File: src/rtl/spi_master_seq_pkg.sv
// Shared types for the SPI transaction sequencer: FSM states, the status bit
// index and the {write, quad} encoding that selects the start strobe.
package spi_master_seq_pkg;

    typedef enum logic [2:0] {
        ST_IDLE,
        ST_CFG,
        ST_START,
        ST_DATA,
        ST_DRAIN,
        ST_DONE
    } seq_state_t;

    localparam int STATUS_IDLE_BIT = 0;

    typedef enum logic [1:0] {
        SEL_RD  = 2'b00,
        SEL_QRD = 2'b01,
        SEL_WR  = 2'b10,
        SEL_QWR = 2'b11
    } strobe_sel_t;

endpackage

File: src/rtl/spi_master_seq_wdog.sv
// Per-transaction watchdog for the SPI sequencer: a saturating 16-bit counter
// that is cleared at START and flags expiry when it reaches TIMEOUT_CYCLES.
module spi_master_seq_wdog #(
    parameter int TIMEOUT_CYCLES = 65535
) (
    input  logic HCLK,
    input  logic HRESETn,
    input  logic clear,
    input  logic count_en,
    output logic expired
);

    logic [15:0] count;

    always_ff @(posedge HCLK) begin
        if (!HRESETn) begin
            count <= '0;
        end else if (clear) begin
            count <= '0;
        end else if (count_en && count != 16'hFFFF) begin
            count <= count + 16'd1;
        end
    end

    assign expired = (count == 16'(TIMEOUT_CYCLES));

endmodule

File: src/rtl/spi_master_seq.sv
// SPI transaction sequencer: turns one high-level request into controller
// config, a start strobe and a data stream. Optional watchdog: SPI_SEQ_TIMEOUT_EN.
module spi_master_seq
    import spi_master_seq_pkg::*;
#(
    parameter int WORDS_W        = 11,
    parameter int DRAIN_HOLDOFF  = 2,
    parameter int TIMEOUT_CYCLES = 65535
) (
    input  logic               HCLK,
    input  logic               HRESETn,
    input  logic               req_valid,
    output logic               req_ready,
    input  logic               req_write,
    input  logic               req_quad,
    input  logic [31:0]        req_cmd,
    input  logic [5:0]         req_cmd_len,
    input  logic [31:0]        req_addr,
    input  logic [5:0]         req_addr_len,
    input  logic [15:0]        req_dummy,
    input  logic [WORDS_W-1:0] req_words,
    input  logic [1:0]         req_cs,
    input  logic [31:0]        wdata,
    input  logic               wvalid,
    output logic               wready,
    output logic [31:0]        rdata,
    output logic               rvalid,
    input  logic               rready,
    output logic               done,
    output logic               err,
    output logic [31:0]        spi_cmd,
    output logic [31:0]        spi_addr,
    output logic [5:0]         spi_cmd_len,
    output logic [5:0]         spi_addr_len,
    output logic [15:0]        spi_data_len,
    output logic [15:0]        spi_dummy_rd,
    output logic [15:0]        spi_dummy_wr,
    output logic [3:0]         spi_csreg,
    output logic               spi_rd,
    output logic               spi_wr,
    output logic               spi_qrd,
    output logic               spi_qwr,
    input  logic [31:0]        spi_status,
    output logic [31:0]        spi_data_tx,
    output logic               spi_data_tx_valid,
    input  logic               spi_data_tx_ready,
    input  logic [31:0]        spi_data_rx,
    input  logic               spi_data_rx_valid,
    output logic               spi_data_rx_ready
);

    seq_state_t         state;
    seq_state_t         next_state;
    strobe_sel_t        sel;
    logic [WORDS_W-1:0] words_left;
    logic [7:0]         drain_cnt;
    logic               in_data;
    logic               is_write;
    logic               data_hs;
    logic               holdoff_done;
    logic               timeout_hit;

    assign in_data      = (state == ST_DATA);
    assign is_write     = sel[1];
    assign data_hs      = is_write ? (wvalid && spi_data_tx_ready)
                                   : (spi_data_rx_valid && rready);
    assign holdoff_done = (int'(drain_cnt) + 1) >= DRAIN_HOLDOFF;

    always_ff @(posedge HCLK) begin
        if (!HRESETn) begin
            state <= ST_IDLE;
        end else begin
            state <= next_state;
        end
    end

    always_comb begin
        next_state = state;
        case (state)
            ST_IDLE:  if (req_valid) next_state = ST_CFG;
            ST_CFG:   next_state = ST_START;
            ST_START: next_state = (words_left != '0) ? ST_DATA : ST_DRAIN;
            ST_DATA: begin
                if (timeout_hit) begin
                    next_state = ST_DONE;
                end else if (data_hs && words_left == WORDS_W'(1)) begin
                    next_state = ST_DRAIN;
                end
            end
            ST_DRAIN: begin
                if (timeout_hit) begin
                    next_state = ST_DONE;
                end else if (holdoff_done && spi_status[STATUS_IDLE_BIT]) begin
                    next_state = ST_DONE;
                end
            end
            ST_DONE:  next_state = ST_IDLE;
            default:  next_state = ST_IDLE;
        endcase
    end

    // Data streams are combinational pass-throughs gated to the active direction in DATA.
    always_comb begin
        req_ready         = (state == ST_IDLE);
        done              = (state == ST_DONE);
        spi_rd            = 1'b0;
        spi_qrd           = 1'b0;
        spi_wr            = 1'b0;
        spi_qwr           = 1'b0;
        if (state == ST_START) begin
            case (sel)
                SEL_RD:  spi_rd  = 1'b1;
                SEL_QRD: spi_qrd = 1'b1;
                SEL_WR:  spi_wr  = 1'b1;
                SEL_QWR: spi_qwr = 1'b1;
                default: spi_rd  = 1'b0;
            endcase
        end
        spi_data_tx_valid = in_data && is_write && wvalid;
        wready            = in_data && is_write && spi_data_tx_ready;
        rvalid            = in_data && !is_write && spi_data_rx_valid;
        spi_data_rx_ready = in_data && !is_write && rready;
    end

    assign spi_data_tx = wdata;
    assign rdata       = spi_data_rx;

    always_ff @(posedge HCLK) begin
        if (!HRESETn) begin
            sel          <= SEL_RD;
            words_left   <= '0;
            drain_cnt    <= '0;
            spi_cmd      <= '0;
            spi_addr     <= '0;
            spi_cmd_len  <= '0;
            spi_addr_len <= '0;
            spi_data_len <= '0;
            spi_dummy_rd <= '0;
            spi_dummy_wr <= '0;
            spi_csreg    <= '0;
        end else begin
            if (state == ST_IDLE && req_valid) begin
                sel          <= strobe_sel_t'({req_write, req_quad});
                words_left   <= req_words;
                spi_cmd      <= req_cmd;
                spi_addr     <= req_addr;
                spi_cmd_len  <= req_cmd_len;
                spi_addr_len <= req_addr_len;
                spi_data_len <= 16'({req_words, 5'b0});
                spi_dummy_rd <= req_write ? 16'd0 : req_dummy;
                spi_dummy_wr <= req_write ? req_dummy : 16'd0;
                spi_csreg    <= 4'b0001 << req_cs;
            end else if (in_data && data_hs) begin
                words_left <= words_left - WORDS_W'(1);
            end

            if (state != ST_DRAIN) begin
                drain_cnt <= '0;
            end else if (drain_cnt != 8'hFF) begin
                drain_cnt <= drain_cnt + 8'd1;
            end
        end
    end

    logic unused_status;
    assign unused_status = ^spi_status;

`ifdef SPI_SEQ_TIMEOUT_EN
    logic wdog_expired;
    logic err_q;

    spi_master_seq_wdog #(
        .TIMEOUT_CYCLES(TIMEOUT_CYCLES)
    ) u_wdog (
        .HCLK    (HCLK),
        .HRESETn (HRESETn),
        .clear   (state == ST_START),
        .count_en(state == ST_DATA || state == ST_DRAIN),
        .expired (wdog_expired)
    );

    assign timeout_hit = wdog_expired && (state == ST_DATA || state == ST_DRAIN);

    // Remembers that DONE was reached through the watchdog rather than a normal finish.
    always_ff @(posedge HCLK) begin
        if (!HRESETn) begin
            err_q <= 1'b0;
        end else begin
            err_q <= timeout_hit;
        end
    end

    assign err = err_q && (state == ST_DONE);
`else
    logic [31:0] unused_timeout;
    assign unused_timeout = TIMEOUT_CYCLES;
    assign timeout_hit    = 1'b0;
    assign err            = 1'b0;
`endif

endmodule

File: config.mk
export PLATFORM = sky130hd
export DESIGN_NAME = spi_master_seq
export DESIGN_NICKNAME = d
export VERILOG_FILES = /design/src/rtl/spi_master_seq_pkg.sv /design/src/rtl/spi_master_seq_wdog.sv /design/src/rtl/spi_master_seq.sv
export SDC_FILE = /design/constraint.sdc
export NUM_CORES = 1
export LEC_CHECK = 0
export CAP_MARGIN = 20
export CORE_AREA = 2 2 161 163
export CTS_CLUSTER_SIZE = 10
export DETAILED_ROUTE_END_ITERATION = 8
export DIE_AREA = 0 0 163 165
export GPL_ROUTABILITY_DRIVEN = 0
export HOLD_SLACK_MARGIN = 0.05
export SETUP_SLACK_MARGIN = 0.05
export SYNTH_ARGS = -nofsm -noshare
export SYNTH_HDL_FRONTEND = slang
export SYNTH_SLANG_ARGS = --single-unit
File: constraint.sdc
create_clock -name HCLK -period 2.5 [get_ports HCLK]
set_input_delay 0.5 -clock HCLK [delete_from_list [all_inputs] [get_ports HCLK]]
set_output_delay 0.5 -clock HCLK [all_outputs]
set_load 0.01 [all_outputs]
==> metrics.txt, run 1 <==
setup TNS 0 ns; DP HPWL 12620 microns; r2r setup slk 0.45 ns; commonest cells in the netlist nand2_1, dfxtp_1, a21oi_1; Num CTS Buffers 17; Cell Count, Final, Fillers Out 1288; post-route clock period utilization 93.15%; internal power 5189 uW; die span in y 165 microns; placed insts 1255; Max Slew Vio Count 0; R2R cell count 7; Filler cells 2642; Die Area 0.02690 sq mm; CP startpoint state[2]$_SDFFE_PN0P_; IO Count 413; Yosys Warn Count 0; CTS sink cnt 147; Seq/Total Area, Yosys 47.21%; EDFF count, synth 0; Final setup viols 0; PortBufs 247; clock root buffer master clkbuf_16; Vias/cell 4.387; RSZ-0062 raised after global routing no; CTS clk-pin slew, worst paths 0.07 ns; CP required 2.00 ns; pin count of the biggest net entering global routing 76; nets@finish 1159; Post-route DRC 0; # rows 58; Worst Hold Class flop to flop; Die Width 163 microns; global-route wire length before repair 28450 microns; Tot Pwr 7538 uW; post-route ant nets 0; Routed WL 18250 microns; Seq pwr share 37.9%; CP Max Fanout 12; fmax 0.4294 GHz; Crit Path Class flop to primary output; flip-flop and latch area 0.002947 sq mm; Yosys top cell area share 47.21%; DR iter-0 viols 228; area delta synth->final 47.31%; combinational power share 28.1%; syn avg cell area 7.961 sq um; delay-heaviest family, CP buffers and inverters; Critical Path Stages 3; CP Launch Type flop; Syn Inst Count 783; sw frac 31.17%; Main synth FF type dfxtp_1; crit path DAT 1.83 ns; multi-input logic area 0.002565 sq mm; critical path's largest stage delay 0.56 ns; MaxCap Viol Count 0; Final min period 2.329 ns; Net Sw Power 2349 uW; crit-path cells nand3b_1 -> nor3b_1 -> clkdlybuf4s50_1; CP max-delay cell clkdlybuf4s50_1; Vias 5651; cell with the most instances after synthesis nand2_1; async set or reset register ratio after synthesis 0%; synth unique cells 46; CTS max path bufs 2; cell area after synthesis 0.006233 sq mm; GRT overflow 0; CTS tree done; reg2reg start words_left[0]$_SDFFE_PN0P_; vias in the first global route 5299; CP endpoint rvalid; CP bufs+invs 1; Synth area leader dfxtp_1; drt wl/cell 14.17 microns; PD cells 820.9 mW/mm^2; VDD IR max 376.2 uV; Clk pwr share 34.1%; post-synthesis register bit count 147; worst clock skew 0.01418 ns; later-pin clock latency in the skew report 0.41 ns; core area 0.02504 sq mm; Hold Violations, Final 0; Antenna Cells 0; initial antenna violation count 0; area post-placement 0.008568 sq mm; share of layout cells above drive strength 1 6.263%; Synth area leaders dfxtp_1, nand2_1, a21oi_1; GRT Overall Usage 13.33%; H-tree levels 4; critical path capture point type primary output; Finished Cell Area 0.009183 sq mm; First-pass DRT Iterations 4; LEAKAGE 0.003290 uW; status completed; starting density of the core 24.90%; Reg-to-Reg End words_left[10]$_SDFFE_PN0P_
worst min path at each step:
| stage | startpoint | end | slack, ns | cells after the start |
|---|---|---|---|---|
| 3_3_place_gp | spi_dummy_rd[8]$_SDFFE_PN0P_ | spi_dummy_rd[8]$_SDFFE_PN0P_ | 0.44 | 2 |
| 5_1_grt | spi_dummy_rd[7]$_SDFFE_PN0P_ | spi_dummy_rd[7]$_SDFFE_PN0P_ | 0.47 | 2 |
| 6_report | spi_dummy_wr[11]$_SDFFE_PN0P_ | spi_dummy_wr[11]$_SDFFE_PN0P_ | 0.45 | 2 |
| 4_1_cts | spi_dummy_wr[11]$_SDFFE_PN0P_ | spi_dummy_wr[11]$_SDFFE_PN0P_ | 0.45 | 2 |
| 3_5_place_dp | spi_dummy_rd[2]$_SDFFE_PN0P_ | spi_dummy_rd[2]$_SDFFE_PN0P_ | 0.44 | 2 |
| 2_1_floorplan | sel[0]$_SDFFE_PN0P_ | sel[0]$_SDFFE_PN0P_ | 0.47 | 2 |
cell families after synthesis:
kind of cell	Yosys count	synth area share (%)
mux	1	0.1606
simple gates	321	22.98
buf+inv	128	12.28
xor+xnor	14	1.967
other cells	1	0.06016
flops	147	47.21
compound gates	167	14.53
fa+ha+maj	4	0.8029
layout make-up:
type / count / share of cell area (%)
clock buffers: 19 / 4.824
clock inverters: 13 / 1.594
inverters: 7 / 0.3134
multi-input cells: 513 / 27.93
flip-flops and latches: 147 / 32.09
well taps: 330 / 4.497
repair buffers: 259 / 28.75
repair_timing:
action,in CTS,in global routing
setup endpoints to repair,6,7
pin swaps,0,0
hold buffers,0,0
gates resized for setup,2,5
setup buffers,1,0
worst register-to-register path, delay by kind of cell, from the launching register on:
kind | cells | cell delay, ns
compound gates | 2 | 0.62
simple gates | 2 | 0.51
flops | 1 | 0.33
fa+ha+maj | 1 | 0.27
xor+xnor | 1 | 0.16
buf+inv | 1 | 0.09
layer usage:
metal | vias to the layer above | part of all wire, % | track usage [%]
met3 | 34 | 7.3 | 5.148
met1 | 2617 | 43 | 15.88
met4 | 0 | 2.0 | 5.229
met2 | 170 | 48 | 21.67
li1 | 2830 | - | -
met5 | - | 0 | 0
cell usage in the layout, fill, tap and decap left out, types with 3 or more instances in the layout:
master	instances
clkdlybuf4s50_1	246
nand2_1	225
dfxtp_1	144
a21oi_1	143
nand3_1	24
nand3b_1	21
clkbuf_16	17
nor2_1	15
nor3_1	9
xnor2_1	8
o21ai_0	8
xor2_1	6
conb_1	6
buf_4	6
buf_12	6
inv_1	5
and3_1	5
inv_6	5
ha_1	4
and3b_1	3
a31oi_1	3
clkinv_2	3
dfxtp_2	3
state kept, by name (all words and copies together), names as in the netlist:
name / flops
drain_cnt: 8
sel: 2
spi_addr: 32
spi_addr_len: 6
spi_cmd: 32
spi_cmd_len: 6
spi_csreg: 4
spi_data_len: 11
spi_dummy_rd: 16
spi_dummy_wr: 16
state: 3
words_left: 11
per-stage QoR:
| step | hold WS (ns) | worst slack (ns) | util [%] |
|---|---|---|---|
| finish | 0.4483 | 0.1712 | 36.68 |
| global route | 0.4667 | 0.05065 | 36.68 |
| CTS | 0.4519 | 0.002007 | 36.62 |
| detailed placement | 0.4433 | 0.2632 | 34.22 |
| global placement | 0.4377 | 0.2668 | 34.22 |
| floorplan | 0.4711 | 0.6701 | - |
power groups by stage:
| stage | Combinational (uW) | Clock, uW | Sequential (uW) |
|---|---|---|---|
| 2_1_floorplan | 1070 | 0 | 2990 |
| 3_3_place_gp | 2130 | 0 | 2880 |
| 3_5_place_dp | 2130 | 0 | 2890 |
| 4_1_cts | 2150 | 2670 | 2850 |
| 5_1_grt | 2320 | 2770 | 2900 |
| 6_report | 2110 | 2570 | 2850 |
No activity file was read; power rests on OpenSTA's default activity.
==> inputs of run 2 (changes only) <==
--- a/config.mk
+++ b/config.mk
@@ -6,10 +6,11 @@
 export NUM_CORES = 1
 export LEC_CHECK = 0
 export CAP_MARGIN = 20
-export CORE_AREA = 2 2 161 163
+export CORE_AREA = 2 2 159 161
+export CTS_BUF_LIST = sky130_fd_sc_hd__clkbuf_8 sky130_fd_sc_hd__clkbuf_16
 export CTS_CLUSTER_SIZE = 10
 export DETAILED_ROUTE_END_ITERATION = 8
-export DIE_AREA = 0 0 163 165
+export DIE_AREA = 0 0 161 163
 export GPL_ROUTABILITY_DRIVEN = 0
 export HOLD_SLACK_MARGIN = 0.05
 export SETUP_SLACK_MARGIN = 0.05
==> constraint.sdc (replaced) <==
create_clock -name HCLK -period 3 [get_ports HCLK]
set_input_delay 0.6 -clock HCLK [delete_from_list [all_inputs] [get_ports HCLK]]
set_output_delay 0.6 -clock HCLK [all_outputs]
set_load 0.01 [all_outputs]
==> run 2 against run 1 <==
  * Critical path depth up 1
  * Die area down 2.4%
  * Global-route usage up 0.71 points
  * Clock power down 14%
  * Non-clock buffer count down 4
  * Design area down 0.35%
  * Hold slack better by 0.0021 ns
  * Clock skew down 0.0062 ns
  * Largest power group unchanged
  * Register-to-register slack better by 0.42 ns
  * Highest routed layer unchanged
  * Sequential cell count unchanged
==> metrics.txt, run 2 (synthesis results as in run 1) <==
Antenna Cells 0 (unchanged); setup TNS 0 ns (unchanged); Net Sw Power 1973 uW (-16%); PostCTS Resize Cnt 0 (-2); Num CTS Buffers 17 (unchanged); Hold Violations, Final 0 (unchanged); DP HPWL 12830 microns (+1.7%); CP Max Fanout 7 (-5); LEAKAGE 0.003247 uW (-1.3%); CP Launch Type flop; Seq pwr share 37.4% (-0.5 points); Die Area 0.02624 sq mm (-2.4%); fmax 0.3709 GHz; sw frac 31.15% (about the same); Reg-to-Reg End spi_addr[11]$_SDFFE_PN0P_; Max Slew Vio Count 0 (unchanged); Clk pwr share 35.0% (+0.9 points); internal power 4360 uW (-16%); CTS sink cnt 147 (unchanged); IO Count 413 (unchanged); most frequent cells in the layout clkdlybuf4s50_1, nand2_1, dfxtp_1; CTS tree done; core area 0.02467 sq mm (-1.4%); vias in the first global route 5455 (+2.9%); GRT overflow 0 (unchanged); worst clock skew 0.007990 ns (-0.006193 ns); clock root buffer master clkbuf_16; Post-route DRC 0 (unchanged); commonest non-fill, non-tap cell in the layout clkdlybuf4s50_1; die span in y 163 microns (-1.2%); First-pass DRT Iterations 6 (+2); CP required 2.40 ns (+0.40 ns); VDD IR max 293.8 uV (-22%); CP endpoint spi_rd; nets@finish 1155 (-0.35%); critical path capture point type primary output; PortBufs 247 (unchanged); post-route clock period utilization 89.86%; Final min period 2.696 ns; hold_buf cts 0 (unchanged); Filler cells 2565 (-2.9%); RSZ-0062 raised after global routing no; pin count of the biggest net entering global routing 77 (+1.3%); GRT Overall Usage 14.05% (+0.71 points); Routed WL 18680 microns (+2.3%); # rows 58 (unchanged); reg2reg start state[2]$_SDFFE_PN0P_; post-route ant nets 0 (unchanged); Crit Path Class flop to primary output; Post-CTS Setup Inserts 0 (-1); share of layout cells above drive strength 1 5.247% (-1.0 points); largest registers spi_addr (32), spi_cmd (32); initial antenna violation count 0 (unchanged); Vias/cell 4.384 (about the same); drt wl/cell 14.56 microns (+2.7%); Final setup viols 0 (unchanged); R2R cell count 5 (-2); CP startpoint state[1]$_SDFFE_PN0P_; crit path DAT 2.10 ns (+0.27 ns); area delta synth->final 46.79%; Worst Hold Class flop to flop; DR iter-0 viols 253 (+11%); Vias 5625 (-0.46%); slew margin rel. 63.72%; H-tree levels 4 (unchanged); PD cells 692.1 mW/mm^2 (-16%); starting density of the core 25.26% (+0.37 points); Core Util, Final 37.08% (+0.41 points); status completed; later-pin clock latency in the skew report 0.41 ns (about the same); global-route wire length before repair 29310 microns (+3.0%); combinational power share 27.6% (-0.5 points); CTS max path bufs 2 (unchanged); worst slew pin tran 0.5401 ns; Die Width 161 microns (-1.2%); MaxCap Viol Count 0 (unchanged); CTS clk-pin slew, worst paths 0.06 ns (about the same); r2r setup slk 0.87 ns (+0.42 ns)
-- run 2: power groups by stage --
stage	registers, uW	logic (uW)	clock network [uW]
after floorplan	2490	894	0
after global placement	2400	1770	0
after detailed placement	2410	1770	0
after CTS	2370	1780	2290
after global routing	2410	1920	2370
final	2370	1750	2210
-- run 2: how the worst min path moves through the flow --
stage / start / slack (ns) / depth (start not counted) / endpoint
finish: spi_dummy_wr[9]$_SDFFE_PN0P_ / 0.45 / 2 / spi_dummy_wr[9]$_SDFFE_PN0P_
global placement: spi_dummy_rd[13]$_SDFFE_PN0P_ / 0.44 / 2 / spi_dummy_rd[13]$_SDFFE_PN0P_
CTS: spi_dummy_rd[6]$_SDFFE_PN0P_ / 0.45 / 2 / spi_dummy_rd[6]$_SDFFE_PN0P_
global route: spi_addr[14]$_SDFFE_PN0P_ / 0.47 / 2 / spi_addr[14]$_SDFFE_PN0P_
floorplan: sel[0]$_SDFFE_PN0P_ / 0.47 / 2 / sel[0]$_SDFFE_PN0P_
detailed placement: spi_dummy_rd[6]$_SDFFE_PN0P_ / 0.44 / 2 / spi_dummy_rd[6]$_SDFFE_PN0P_
-- run 2: worst max-delay path: stages, from the launching register on --
cell	delay, ns
dfxtp_1	0.44
inv_1	0.14
or3_1	0.41
nor3_1	0.14
clkdlybuf4s50_1	0.56
-- run 2: metrics by stage --
stage	total power, uW	worst slack [ns]	cells	hold slack, ns	area, sq um
5_1_grt	6706	0.08507	1283	0.4728	9150
6_report	6333	0.3042	1283	0.4504	9150
4_1_cts	6441	0.2860	1283	0.4510	9150
3_3_place_gp	4172	0.5471	1252	0.4383	8546
3_5_place_dp	4186	0.5654	1252	0.4423	8546
2_1_floorplan	3382	1.170	788	0.4711	6252
-- run 2: final cells by class --
| type | instances | area (sq um) | area share (%) |
|---|---|---|---|
| inverters | 7 | 28.78 | 0.3145 |
| flip-flops and latches | 147 | 2943 | 32.16 |
| repair buffers | 255 | 2608 | 28.50 |
| multi-input cells | 513 | 2554 | 27.91 |
| clock inverters | 14 | 178.9 | 1.955 |
| well taps | 330 | 412.9 | 4.513 |
| clock buffers | 17 | 425.4 | 4.649 |
-- run 2: routing by layer --
| layer | part of all wire [%] | global-route usage [%] | up-vias |
|---|---|---|---|
| li1 | - | - | 2829 |
| met1 | 43 | 16.60 | 2593 |
| met2 | 48 | 23.20 | 173 |
| met3 | 7.5 | 5.399 | 30 |
| met4 | 1.7 | 5.195 | 0 |
| met5 | 0 | 0 | - |
==> edit 1, RTL diff (config.mk and constraints of run 2) <==
Re-encode `seq_state_t` (6 states) as one-hot, 6 bits wide.
--- a/src/rtl/spi_master_seq_pkg.sv
+++ b/src/rtl/spi_master_seq_pkg.sv
@@ -2,13 +2,13 @@
 // index and the {write, quad} encoding that selects the start strobe.
 package spi_master_seq_pkg;
 
-    typedef enum logic [2:0] {
-        ST_IDLE,
-        ST_CFG,
-        ST_START,
-        ST_DATA,
-        ST_DRAIN,
-        ST_DONE
+    typedef enum logic [5:0] {
+        ST_IDLE  = 6'b000001,
+        ST_CFG   = 6'b000010,
+        ST_START = 6'b000100,
+        ST_DATA  = 6'b001000,
+        ST_DRAIN = 6'b010000,
+        ST_DONE  = 6'b100000
     } seq_state_t;
 
     localparam int STATUS_IDLE_BIT = 0;
Check against the original RTL: no difference found for any inputs over 4 cycles, from zero or initial values and one cycle with HRESETn low; so few cycles prove little.
==> edit 1 against run 2 <==
- non-clock buffer count increased by 3
- area after synthesis up 1.2%
- design area is 1.2% higher
- clock skew increased by 0.00066 ns
- sequential share of layout area up 0.27 points
- power down 5.2%
- worst setup slack lost 0.050 ns
- sequential cell count rose by 3
- wire length up 0.33%
- critical path type unchanged
- largest cell class unchanged
- largest power group unchanged
- highest routed layer unchanged
==> edit 1: results (changes against run 2) <==
** Layout
- Non-clock inverter instance count of the final layout :: 6 (-1)
- FILL cells :: 2570 (+0.19%)
- Final layout net count :: 1168 (+1.1%)
- The fraction of layout instances using a drive strength above 1 is 0.05584 (+0.003377).
- The proportion of final cell area spent on non-clock buffers was 0.2833 (-0.001690).
- The total of plain and repair buffers excluding clock buffers is 258 (+1.2%).
- Fraction of standard cell area in multi-input logic :: 0.2806 (+0.001486)
- The layout multi-input combinational cell count was 521 (+1.6%).
- The signed area change from the synthesized netlist to the final layout is 46.69% (about the same).
- The clock buffer and inverter area fraction after layout came to 0.06447 (-0.001579).
- Clock tree buffer count of the final layout :: 19 (+2)
- Register cell area after layout :: 3003 sq um (+2.0%)

** Synthesis
- The number of synthesized register bits was 150 (+2.0%).
- Portion of the post-synthesis area used by sequential elements :: 0.4758 (+0.003713)
- In the post-synthesis netlist, the biggest area contributors are sky130_fd_sc_hd__dfxtp_1 48%, sky130_fd_sc_hd__nand2_1 14%, sky130_fd_sc_hd__a21oi_1 11%.
- Syn avg cell area :: 7.969 sq um (about the same)
- Syn Inst Count :: 792 (+1.1%)
- Distinct cells, synth :: 45 (-2.2%)
- Ranking of synthesized cells by instance count :: 228 x sky130_fd_sc_hd__nand2_1, 150 x sky130_fd_sc_hd__dfxtp_1, 139 x sky130_fd_sc_hd__a21oi_1

** Route
- The average wire per standard cell is 14.45 microns (-0.75%).
- Routed metal-1 wire length :: 8274 microns (+3.3%)
- The wire length on met2 came to 8865 microns (-0.94%).
- The starting DRC count in detailed routing came to 203 (-20%).
- The total length of routed wires is 18740 microns (+0.33%).
- DR vias/cell :: 4.361 (-0.53%)
- The detailed-routed wire length on met3 came to 1341 microns (-4.1%).
- The number of search-and-repair iterations in the first detailed-routing pass is 4 (-2).

** Global route
- Global routing usage on met1 :: 0.1735 (+0.007497)
- Pin count of the biggest net entering global routing :: 76 (-1.3%)
- The met2 global-route usage was 0.2243 (-0.007608).
- First-pass GRT wire length :: 29240 microns (-0.24%)
- The number of global-route vias before repair came to 5335 (-2.2%).
- The overall routing resource usage is 0.1398 (-0.0007217).

** Place
- The worst setup slack before clock tree synthesis came to 0.4412 ns (-0.1242 ns).
- Instance area at placement :: 8652 sq um (+1.2%)
- The number of placed instances, taps included was 1265 (+1.0%).
- DP Wirelength :: 12580 microns (-1.9%)

** Power and ir drop
- The reported leakage power was 0.003323 uW (+2.3%).
- Maximum vdd ir drop :: 332.4 uV (+13%)
- Switching component of the power :: 1807 uW (-8.4%)
- Power per unit of standard cell area :: 648.2 nW/um^2 (-6.3%)
- The combinational fraction of design power came to 0.244 (-0.032).

** Critical path
- Worst path arrival time :: 2.15 ns (+0.05 ns)
- Dominant delay contributor by cell family on the critical path :: simple AND/OR/NAND/NOR gates
- CP max FO :: 8 (+1)

** STA
- Relative slew slack :: 0.5855 (-0.05169)
- The maximum clock skew at final layout is 0.008649 ns (+0.0006588 ns).

** Status
- The run finished with clean final reports.
-- edit 1: logic make-up after synthesis --
| kind of cell | share of synthesized area |
|---|---|
| AO/OA/AOI/OAI | 0.1425 |
| other | 0.0005942 |
| flip-flops | 0.4758 |
| buffers and inverters | 0.1178 |
| XOR/XNOR | 0.01804 |
| multiplexers | 0.001586 |
| AND/OR/NAND/NOR | 0.2357 |
| adder cells (fa/ha/maj) | 0.007931 |
-- edit 1: final timing paths --
kind                   start  cells past startpoint  slack, ns         endpoint
min          spi_dummy_wr[0]                      2       0.45  spi_dummy_wr[0]
max reg2reg         state[4]                      6       0.89   words_left[10]
min reg2reg  spi_dummy_wr[0]                      2       0.45  spi_dummy_wr[0]
max                 state[3]                      4       0.25           spi_rd
-- edit 1: timing repair --
action | in CTS | in global routing
hold endpoints to repair | 0 | 0
setup endpoints to repair | 2 | 4
gates resized for setup | 2 | 5
==> edit 2, RTL diff (settings of run 2) <==
Without the edit above. Build with the macro `SPI_SEQ_TIMEOUT_EN` defined.
--- a/src/rtl/spi_master_seq.sv
+++ b/src/rtl/spi_master_seq.sv
@@ -1,5 +1,7 @@
 // SPI transaction sequencer: turns one high-level request into controller
 // config, a start strobe and a data stream. Optional watchdog: SPI_SEQ_TIMEOUT_EN.
+`define SPI_SEQ_TIMEOUT_EN
+
 module spi_master_seq
     import spi_master_seq_pkg::*;
 #(
Function: no difference found for any inputs over 4 cycles, from zero or initial values and one cycle with HRESETn low; that may be too few to reach the edited logic, so the function may still have changed.
==> edit 2 against run 2 <==
- via count rose by 8.7%
- worst setup slack worse by 0.031 ns
- power grew 18%
- die area unchanged
- sequential power is 16% higher
- core utilization is 3.3 points higher
- design area rose by 8.9%
- register-to-register slack better by 0.03 ns
- non-clock buffer count increased by 4
- wire length up 8.1%
- sequential cell count increased by 17
- area after synthesis up 12%
- largest cell class unchanged
==> edit 2: results (changes against run 2) <==
** Status
- Run status :: finished, final reports clean

** Global route
- Pin count of the biggest net entering global routing :: 58 (-25%)
- GRT Util Overall :: 0.1493 (+0.008835)
- The wire length of the first global-routing pass came to 31150 microns (+6.3%).
- The number of global-route vias before repair is 5733 (+5.1%).

** Synthesis
- By area the synthesized netlist is led by sky130_fd_sc_hd__dfxtp_1 47%, sky130_fd_sc_hd__nand2_1 13%, sky130_fd_sc_hd__a21oi_1 9.9%.
- Portion of the post-synthesis area used by sequential elements :: 0.4683 (-0.003779)
- The post-synthesis cell type count came to 54 (+17%).
- Ranking of synthesized cells by instance count :: 236 x sky130_fd_sc_hd__nand2_1, 164 x sky130_fd_sc_hd__dfxtp_1, 139 x sky130_fd_sc_hd__a21oi_1

** Route
- The total length of routed wires is 20200 microns (+8.1%).
- The average vias per placed instance came to 4.464 (+1.8%).
- Initial DRC count :: 290 (+15%)
- First-pass iteration count of the detailed router :: 4 (-2)

** Worst hold path
- Critical hold path startpoint :: spi_dummy_wr[6]

** STA
- Worst clock skew :: 0.01459 ns (+0.006599 ns)
- Relative slew slack :: 0.5690 (-0.06820)

** Critical path
- The largest fanout on the critical path is 8 (+1).
- On the critical path the largest part of the delay comes from simple AND/OR/NAND/NOR gates.
- Depth of the most critical reg-to-reg path :: 7 (+2)
- Critical register-to-register path startpoint :: drain_cnt[0]
- Highest cell delay on the worst timing path :: 0.58 ns (+0.02 ns)
- Launching element of the worst setup path :: state[2]

** Layout
- The fraction of layout instances using a drive strength above 1 is 0.05577 (+0.003303).
- Final layout net count :: 1242 (+7.5%)
- The layout filler cell count is 2520 (-1.8%).

** Power and ir drop
- The reported leakage power is 0.003523 uW (+8.5%).
- Maximum vdd ir drop :: 309.2 uV (+5.3%)

** Place
- The count of input and output buffers came to 248 (+0.40%).
## edit 2: changes by cell type after synthesis, sizes merged, moves of 4 or more
| cell | delta |
|---|---|
| o21ai | -6 |
| dfxtp | +17 |
| nor2 | +21 |
| nor4 | +4 |
| xor2 | +10 |
| nand3 | +7 |
| nand4 | +10 |
| nand2 | +9 |
| xnor2 | +5 |
| buf | -8 |
| nand2b | +4 |
| clkbuf | +9 |
| a21oi | -4 |
## edit 2: stage by stage
stage,cells,setup slack [ns],hold slack (ns)
after CTS,1370,0.1280,0.4539
after detailed placement,1338,0.5411,0.4445
after floorplan,871,1.038,0.4665
final,1370,0.2734,0.4516
after global placement,1338,0.5745,0.4383
after global routing,1370,0.1472,0.4663
## edit 2: final timing paths
| path | end | slack [ns] |
|---|---|---|
| max | spi_wr | 0.27 |
| min | spi_dummy_wr[6] | 0.45 |
| max reg2reg | state[0] | 0.90 |
| min reg2reg | spi_dummy_wr[6] | 0.45 |
## edit 2: timing repair
item | in CTS | in global routing
resized for setup | 0 | 1
hold buffers | 0 | 0
setup endpoints to repair | 0 | 1
## edit 2: worst min-delay path: stages, from the launching register on
cell and delay [ns]:
sky130_fd_sc_hd__dfxtp_1 0.31, sky130_fd_sc_hd__nand2_1 0.05, sky130_fd_sc_hd__a21oi_1 0.05
## edit 2: cell families after synthesis
| group | count (synthesis) | synth area share |
|---|---|---|
| and+or+nand+nor | 376 | 0.2492 |
| DFF | 164 | 0.4683 |
| AOI/OAI and AO/OA | 161 | 0.1249 |
| buffers and inverters | 129 | 0.1089 |
| xor gates and xnor gates | 29 | 0.03623 |
| adders and majority gates | 5 | 0.008924 |
| muxes | 2 | 0.003034 |
| other | 1 | 0.0005349 |
## edit 2: layer usage
metal	vias to the layer above	global-route usage	wire, microns
li1	3124	-	-
met1	2795	0.1896	9116
met2	166	0.2351	9415
met3	30	0.05704	1379
met4	0	0.04586	285
met5	-	0	0
## edit 2: power by group
group,internal (uW),leakage [uW],switching [uW]
clock network,1250,0.000288,1010
registers,2520,0.00134,235
logic,1150,0.00190,1310
## edit 2: layout make-up
class | instances | area, sq um | share of cell area
repair buffers | 259 | 2653 | 0.2663
inverters | 7 | 28.78 | 0.002889
multi-input cells | 578 | 2989 | 0.3001
flip-flops and latches | 164 | 3284 | 0.3297
well taps | 330 | 412.9 | 0.04145
clock buffers | 17 | 425.4 | 0.04270
clock inverters | 15 | 168.9 | 0.01696
